==> config.mk <==
export PLATFORM = sky130hd
export DESIGN_NAME = fft_stream_seq
export DESIGN_NICKNAME = d
export VERILOG_FILES = /design/src/rtl/fft_stream_seq.sv
export SDC_FILE = /design/constraint.sdc
export NUM_CORES = 1
export LEC_CHECK = 0
export ABC_AREA = 1
export BUFFER_PORTS_ARGS = -buffer_cell sky130_fd_sc_hd__buf_2
export CELL_PAD_IN_SITES_DETAIL_PLACEMENT = 1
export CELL_PAD_IN_SITES_GLOBAL_PLACEMENT = 1
export CORE_AREA = 5 5 70 72
export DETAILED_ROUTE_END_ITERATION = 10
export DIE_AREA = 0 0 75 77
export GPL_TIMING_DRIVEN = 0
export PLACE_DENSITY = 0.82
export SETUP_SLACK_MARGIN = 0.1
export SLEW_MARGIN = 20
export SYNTH_ARGS = -nofsm -noshare
export SYNTH_HDL_FRONTEND = slang
export SYNTH_SLANG_ARGS = --single-unit
==> constraint.sdc <==
create_clock -name clk -period 3.14 [get_ports clk]
set_input_delay 0.314 -clock clk [delete_from_list [all_inputs] [get_ports clk]]
set_output_delay 0.314 -clock clk [all_outputs]
set_load 0.03 [all_outputs]
==> src/rtl/fft_stream_seq.sv <==
// Frame sequencer in front of the streaming FFT stage chain: aligns frames to the chain counter,
// zero-fills underruns, drains with zeros and tags results. Optional counters: FFT_SEQ_STATS_EN.
module fft_stream_seq #(
  parameter int DBW = 3,
  parameter int CBW = 3,
  parameter int LAT = 9
) (
  input  logic             clk,
  input  logic             clear,
  input  logic             in_valid,
  input  logic             in_sof,
  input  logic [2*DBW-1:0] in_data,
  output logic             in_ready,
  output logic             st_clear,
  output logic [2*DBW-1:0] st_din,
  input  logic [2*DBW-1:0] st_dout,
  output logic             out_valid,
  output logic             out_sof,
  output logic [2*DBW-1:0] out_data,
  output logic             underrun,
  output logic             sof_err,
  output logic             busy
`ifdef FFT_SEQ_STATS_EN
  ,
  output logic [15:0]      frame_cnt,
  output logic [15:0]      err_cnt
`endif
);

  localparam int SW = 2*DBW;
  localparam int FW = $clog2(LAT+1);

  typedef enum logic [1:0] {IDLE, RUN, FLUSH} state_e;

  state_e            state_q, state_d;
  logic [CBW-1:0]    cnt_q, cnt_d;
  logic [FW-1:0]     fcnt_q, fcnt_d;
  logic              st_clear_q, st_clear_d;
  logic [SW-1:0]     st_din_q, st_din_d;
  logic [SW-1:0]     out_data_q;
  logic              underrun_q, underrun_d;
  logic              sof_err_q, sof_err_d;
  // {valid, sof} per st_din slot; index 0 travels with st_din, LAT+1 with out_data
  logic [LAT+1:0][1:0] tag_pipe_q;
  logic [1:0]        tag_d;

  always_comb begin
    state_d    = state_q;
    cnt_d      = cnt_q;
    fcnt_d     = fcnt_q;
    st_clear_d = 1'b0;
    st_din_d   = '0;
    tag_d      = 2'b00;
    underrun_d = 1'b0;
    sof_err_d  = 1'b0;
    case (state_q)
      IDLE: begin
        st_clear_d = 1'b1;
        if (in_valid && in_sof) begin
          st_clear_d = 1'b0;
          st_din_d   = in_data;
          tag_d      = 2'b11;
          cnt_d      = CBW'(1);
          state_d    = RUN;
        end
      end
      RUN: begin
        if (cnt_q != '0) begin
          tag_d = 2'b10;
          cnt_d = cnt_q + CBW'(1);
          if (in_valid) st_din_d = in_data;
          else          underrun_d = 1'b1;
        end else if (in_valid && in_sof) begin
          st_din_d = in_data;
          tag_d    = 2'b11;
          cnt_d    = CBW'(1);
        end else begin
          // frame boundary without a new sof: drain the chain
          state_d   = FLUSH;
          fcnt_d    = '0;
          sof_err_d = in_valid;
        end
      end
      FLUSH: begin
        if (fcnt_q == FW'(LAT-1)) begin
          state_d    = IDLE;
          st_clear_d = 1'b1;
        end else begin
          fcnt_d = fcnt_q + FW'(1);
        end
      end
      default: state_d = IDLE;
    endcase
  end

  always_ff @(posedge clk) begin
    if (clear) begin
      state_q    <= IDLE;
      cnt_q      <= '0;
      fcnt_q     <= '0;
      st_clear_q <= 1'b1;
      st_din_q   <= '0;
      out_data_q <= '0;
      underrun_q <= 1'b0;
      sof_err_q  <= 1'b0;
      tag_pipe_q <= '0;
    end else begin
      state_q    <= state_d;
      cnt_q      <= cnt_d;
      fcnt_q     <= fcnt_d;
      st_clear_q <= st_clear_d;
      st_din_q   <= st_din_d;
      out_data_q <= st_dout;
      underrun_q <= underrun_d;
      sof_err_q  <= sof_err_d;
      tag_pipe_q <= {tag_pipe_q[LAT:0], tag_d};
    end
  end

  assign in_ready  = !clear && (state_q == IDLE || state_q == RUN);
  assign busy      = (state_q == RUN) || (state_q == FLUSH);
  assign st_clear  = st_clear_q;
  assign st_din    = st_din_q;
  assign out_data  = out_data_q;
  assign out_valid = tag_pipe_q[LAT+1][1];
  assign out_sof   = tag_pipe_q[LAT+1][0];
  assign underrun  = underrun_q;
  assign sof_err   = sof_err_q;

`ifdef FFT_SEQ_STATS_EN
  logic [15:0] frame_cnt_q, err_cnt_q;
  logic        frame_start;
  logic        err_evt;

  assign frame_start = in_valid && in_sof &&
                       (state_q == IDLE || (state_q == RUN && cnt_q == '0));
  assign err_evt     = underrun_d || sof_err_d;

  always_ff @(posedge clk) begin
    if (clear) begin
      frame_cnt_q <= '0;
      err_cnt_q   <= '0;
    end else begin
      if (frame_start) frame_cnt_q <= frame_cnt_q + 16'd1;
      if (err_evt && err_cnt_q != 16'hFFFF) err_cnt_q <= err_cnt_q + 16'd1;
    end
  end

  assign frame_cnt = frame_cnt_q;
  assign err_cnt   = err_cnt_q;
`endif

endmodule
==> implementation parameters <==
Parameter                              Value

Outcome
  Run status ... finished clean

Die
  Initial Utilization ... just over 40%
  Ports ... 35
  Row Count ... 24
  Die H ... 77 um
  Total Die Area ... 5775 um2
  Core footprint ... 4234 um2
  Die extent in x ... 75 um

Route
  Routed length per placed instance ... 11.84 um
  Violation count after the first detailed-routing iteration ... 31
  Via count of the routed design ... around 1300
  Post-detailed-route count of antenna-violating nets ... 0
  Total wire length after detailed routing ... 3516 um
  Number of remaining DRC errors ... 0
  1st-pass router iterations ... 4
  Routed vias/inst ... 4.495

Hold path
  Worst Hold Launch ... in_sof
  Path class of the lowest-slack min-delay path ... in -> reg
  End point of the most critical hold path ... sof_err
  Worst hold stages ... 2

Clocking
  TritonCTS clock tree ... built
  Clock Sinks ... 46
  Clock H-tree levels ... 2
  Hold-fix buffers, CTS ... 0
  Number of setup buffers added after CTS ... 0
  Post_cts resized ... 0
  Total CTS buffers ... 5
  Maximum number of buffers from clock root to sink ... 2
  Clock Root Buffer ... sky130_fd_sc_hd__clkbuf_8
  Clock slew seen by the registers of the worst setup and hold paths ... 0.08 ns
  Worst-skew pair later-pin latency ... 0.30 ns

GRT
  Global-route wire length before repair ... 5761 um
  Number of antenna violations at the first check in global routing ... 0
  Pin count of the biggest net entering global routing ... 15
  Vias in the first global route ... 1288
  All-Layer GR Usage ... about an eighth
  Final global-route overflow total ... 0

Timing
  Final worst-path setup slack ... 1.419 ns
  Worst slew pin tran ... 0.2846 ns
  Fin. max-slew vios ... 0
  Final critical delay including setup and external delays ... around 1.7 ns
  Max-Slew Margin vs Limit ... 80.97%
  Final hold vios ... 0
  Post-route clock skew ... 0.002179 ns
  FMAX ... between 0.5 and 0.6 GHz
  RSZ-0062 raised after global routing ... no
  Total negative slack for setup checks ... 0 ns
  Final clock period utilization by the worst path ... 54.80%
  Number of setup violations in the final report ... 0

Worst setup path
  Number of cells on the worst reg-to-reg path ... 8
  Worst reg2reg path endpoint ... fcnt_q[0]
  Sequence of cells on the critical path ... inv_1 -> ha_1 -> buf_6 -> nor2_1 -> nor2_1 -> buf_2
  Worst reg2reg path startpoint ... state_q[0]
  Required time at the worst-slack endpoint ... 2.83 ns
  Most Frequent Cell on Critical Path ... sky130_fd_sc_hd__nor2_1
  Kind of cell adding the most delay to the critical path ... buffers and inverters
  Capturing element type of the critical path ... primary output
  Slowest Stage Delay on Critical Path ... 0.34 ns
  Kind of start point of the critical path ... register
  Worst endpoint data arrival time ... around 1.4 ns
  CP bufs+invs ... 3
  Crit path kind ... reg -> out
  Largest fanout on the critical path ... 10
  Setup slack, reg-to-reg ... approximately 1.8 ns
  Critical-path top delay cell ... sky130_fd_sc_hd__dfxtp_1

Logic synthesis
  Nets in the synthesized netlist ... ~230
  Sequential fraction of the synthesis area ... 53.88%
  Warnings from Yosys ... 0
  Syn_area_per_cell ... 8.378 um2
  Number of instances in the synthesized netlist ... slightly above 200
  Count of different cell masters after synthesis ... 25
  Register bit count reported by yosys ... 46
  Cell area after synthesis ... 1709 um2

Finish
  Area occupied by multi-input gates ... 603.1 um2
  Fraction of layout instances using a drive strength above 1 ... roughly 27%
  Area of all placed cells without fillers ... 2034 um2
  Count of antenna diodes in the layout ... 0
  Area taken by flip-flops and latches ... 920.9 um2
  Finished Layout Cells ... 297
  Synth-to-layout area growth ... 19.03%
  Post-layout net count ... 267
  Number of fill cells in the layout ... 520

Place
  Dpl cells ... ~290
  Final GP Congestion ... roughly 0.74
  Post-detailed-placement cell area ... around 1900 um2
  Port Buffer Count ... 33
  HPWL after detailed placement ... 2666 um
  Setup slack after placement ... 1.744 ns

Power and ir drop
  Portion of total power attributed to sequential cells ... 47.1%
  Max IR drop VDD ... 0.0002053 V
  Cell Pwr Density ... roughly 670 nW/um2
  Internal Power ... between 900 and 1000 uW
  Static leakage ... 0.0009744 uW
  Total net switching power ... 454.3 uW
  Power consumption ... roughly 1400 uW
  Proportion of total power due to net switching ... 33.30%
  Logic gate share of total power ... between 20% and 30%
  Share of power burned in the clock network ... 27.7%

Flow run
  Max-cap viol count ... 0
==> how the worst max path moves through the flow <==
stage / from / end / slack (ns) / cells past startpoint
global placement: state_q[1] / in_ready / 1.74 / 6
finish: state_q[1] / in_ready / 1.42 / 6
global route: state_q[1] / in_ready / 1.34 / 6
CTS: state_q[1] / in_ready / 1.40 / 6
detailed placement: state_q[1] / in_ready / 1.74 / 6
floorplan: state_q[1] / in_ready / 1.70 / 5
==> state kept, by name (all words and copies together) (netlist names), 2 cells and up <==
| signal | flops |
|---|---|
| fcnt_q | 4 |
| out_data | 6 |
| state_q | 2 |
| tag_pipe_q | 20 |
| cnt_q | 3 |
| st_din | 6 |
==> worst reg2reg max path: stages, from the launching register on <==
cell and delay, ns:
sky130_fd_sc_hd__dfxtp_1 0.37, sky130_fd_sc_hd__inv_1 0.07, sky130_fd_sc_hd__ha_1 0.26, sky130_fd_sc_hd__nand4_1 0.18, sky130_fd_sc_hd__nand2_2 0.08, sky130_fd_sc_hd__nor2_4 0.15, sky130_fd_sc_hd__nand2_1 0.07, sky130_fd_sc_hd__nand2_1 0.06
sky130_fd_sc_hd__nor2_1 0.04
==> metal layers <==
| layer | up-vias | part of all wire, % | wire, um | global-route usage (%) |
|---|---|---|---|---|
| li1 | 689 | - | - | - |
| met1 | 624 | 41 | 1438 | 14.39 |
| met2 | 17 | 53 | 1865 | 22.74 |
| met3 | 5 | 3.9 | 138 | 3.791 |
| met4 | 0 | 2.1 | 73 | 5.338 |
| met5 | - | 0 | 0 | 0 |
==> placed cells by master (no fill, tap or decap), types with 2 or more instances in the layout <==
master,count
sky130_fd_sc_hd__nand2_1,24
sky130_fd_sc_hd__nor2_4,2
sky130_fd_sc_hd__dfxtp_1,46
sky130_fd_sc_hd__buf_2,37
sky130_fd_sc_hd__nand2_2,8
sky130_fd_sc_hd__a21oi_2,2
sky130_fd_sc_hd__ha_1,7
sky130_fd_sc_hd__nand3_1,9
sky130_fd_sc_hd__inv_1,37
sky130_fd_sc_hd__nand4_1,3
sky130_fd_sc_hd__clkbuf_8,6
sky130_fd_sc_hd__nor2_1,41
sky130_fd_sc_hd__a21oi_1,5
sky130_fd_sc_hd__inv_2,3
sky130_fd_sc_hd__nand2_4,2
==> per-stage QoR <==
stage               hold WS, ns  util [%]
floorplan                0.3883         -
global placement         0.3900     45.80
detailed placement       0.3972     45.80
CTS                      0.1881     48.05
global route             0.1944     48.05
finish                   0.1930     48.05
==> cells by family (layout without fill, tap and decap cells) <==
kind of cell	count (synthesis)	after routing	synth area share (%)
AOI/OAI and AO/OA	10	10	4.100
xor gates and xnor gates	1	1	0.5125
adders and majority gates	7	7	5.124
buffers and inverters	46	87	10.83
DFF	46	46	53.88
and+or+nand+nor	94	94	25.55
==> power groups by stage <==
stage | Combinational [uW] | Sequential (uW) | Clock [uW]
after detailed placement | 346 | 656 | 0
after floorplan | 231 | 679 | 0
after CTS | 350 | 643 | 391
final | 343 | 643 | 378
after global routing | 383 | 648 | 416
after global placement | 331 | 654 | 0
==> synthesized netlist by cell type <==
library cell	n	area, um2
sky130_fd_sc_hd__xor2_1	1	8.760
sky130_fd_sc_hd__nand2_2	8	50.05
sky130_fd_sc_hd__a21oi_1	5	25.02
sky130_fd_sc_hd__o211ai_2	1	12.51
sky130_fd_sc_hd__buf_6	1	11.26
sky130_fd_sc_hd__nand4_1	3	18.77
sky130_fd_sc_hd__o211ai_1	1	7.510
sky130_fd_sc_hd__ha_1	7	87.58
sky130_fd_sc_hd__inv_1	37	138.9
sky130_fd_sc_hd__inv_2	3	11.26
sky130_fd_sc_hd__dfxtp_1	46	920.9
sky130_fd_sc_hd__and3_1	1	6.260
sky130_fd_sc_hd__or2_2	1	6.260
sky130_fd_sc_hd__nor2_4	2	22.52
sky130_fd_sc_hd__nor4_1	1	6.260
sky130_fd_sc_hd__nor2_1	41	153.9
sky130_fd_sc_hd__nand2_1	24	90.09
sky130_fd_sc_hd__clkbuf_1	1	3.750
sky130_fd_sc_hd__o21bai_1	1	7.510
sky130_fd_sc_hd__a21oi_2	2	17.52
sky130_fd_sc_hd__buf_2	4	20.02
sky130_fd_sc_hd__nand3_1	9	45.04
sky130_fd_sc_hd__nand2_4	2	22.52
sky130_fd_sc_hd__nand3_2	1	10.01
sky130_fd_sc_hd__nor3_1	1	5.000
==> area by class of cell <==
cell class	instances	area share, %
Clock inverter	2	0.6150
Multi-Input combinational cell	112	29.64
Timing Repair Buffer	33	8.118
Sequential cell	46	45.26
Tap cell	52	3.198
Buffer	6	1.722
Clock buffer	6	4.059
Inverter	40	7.380
(Power assumes the default switching activity.)
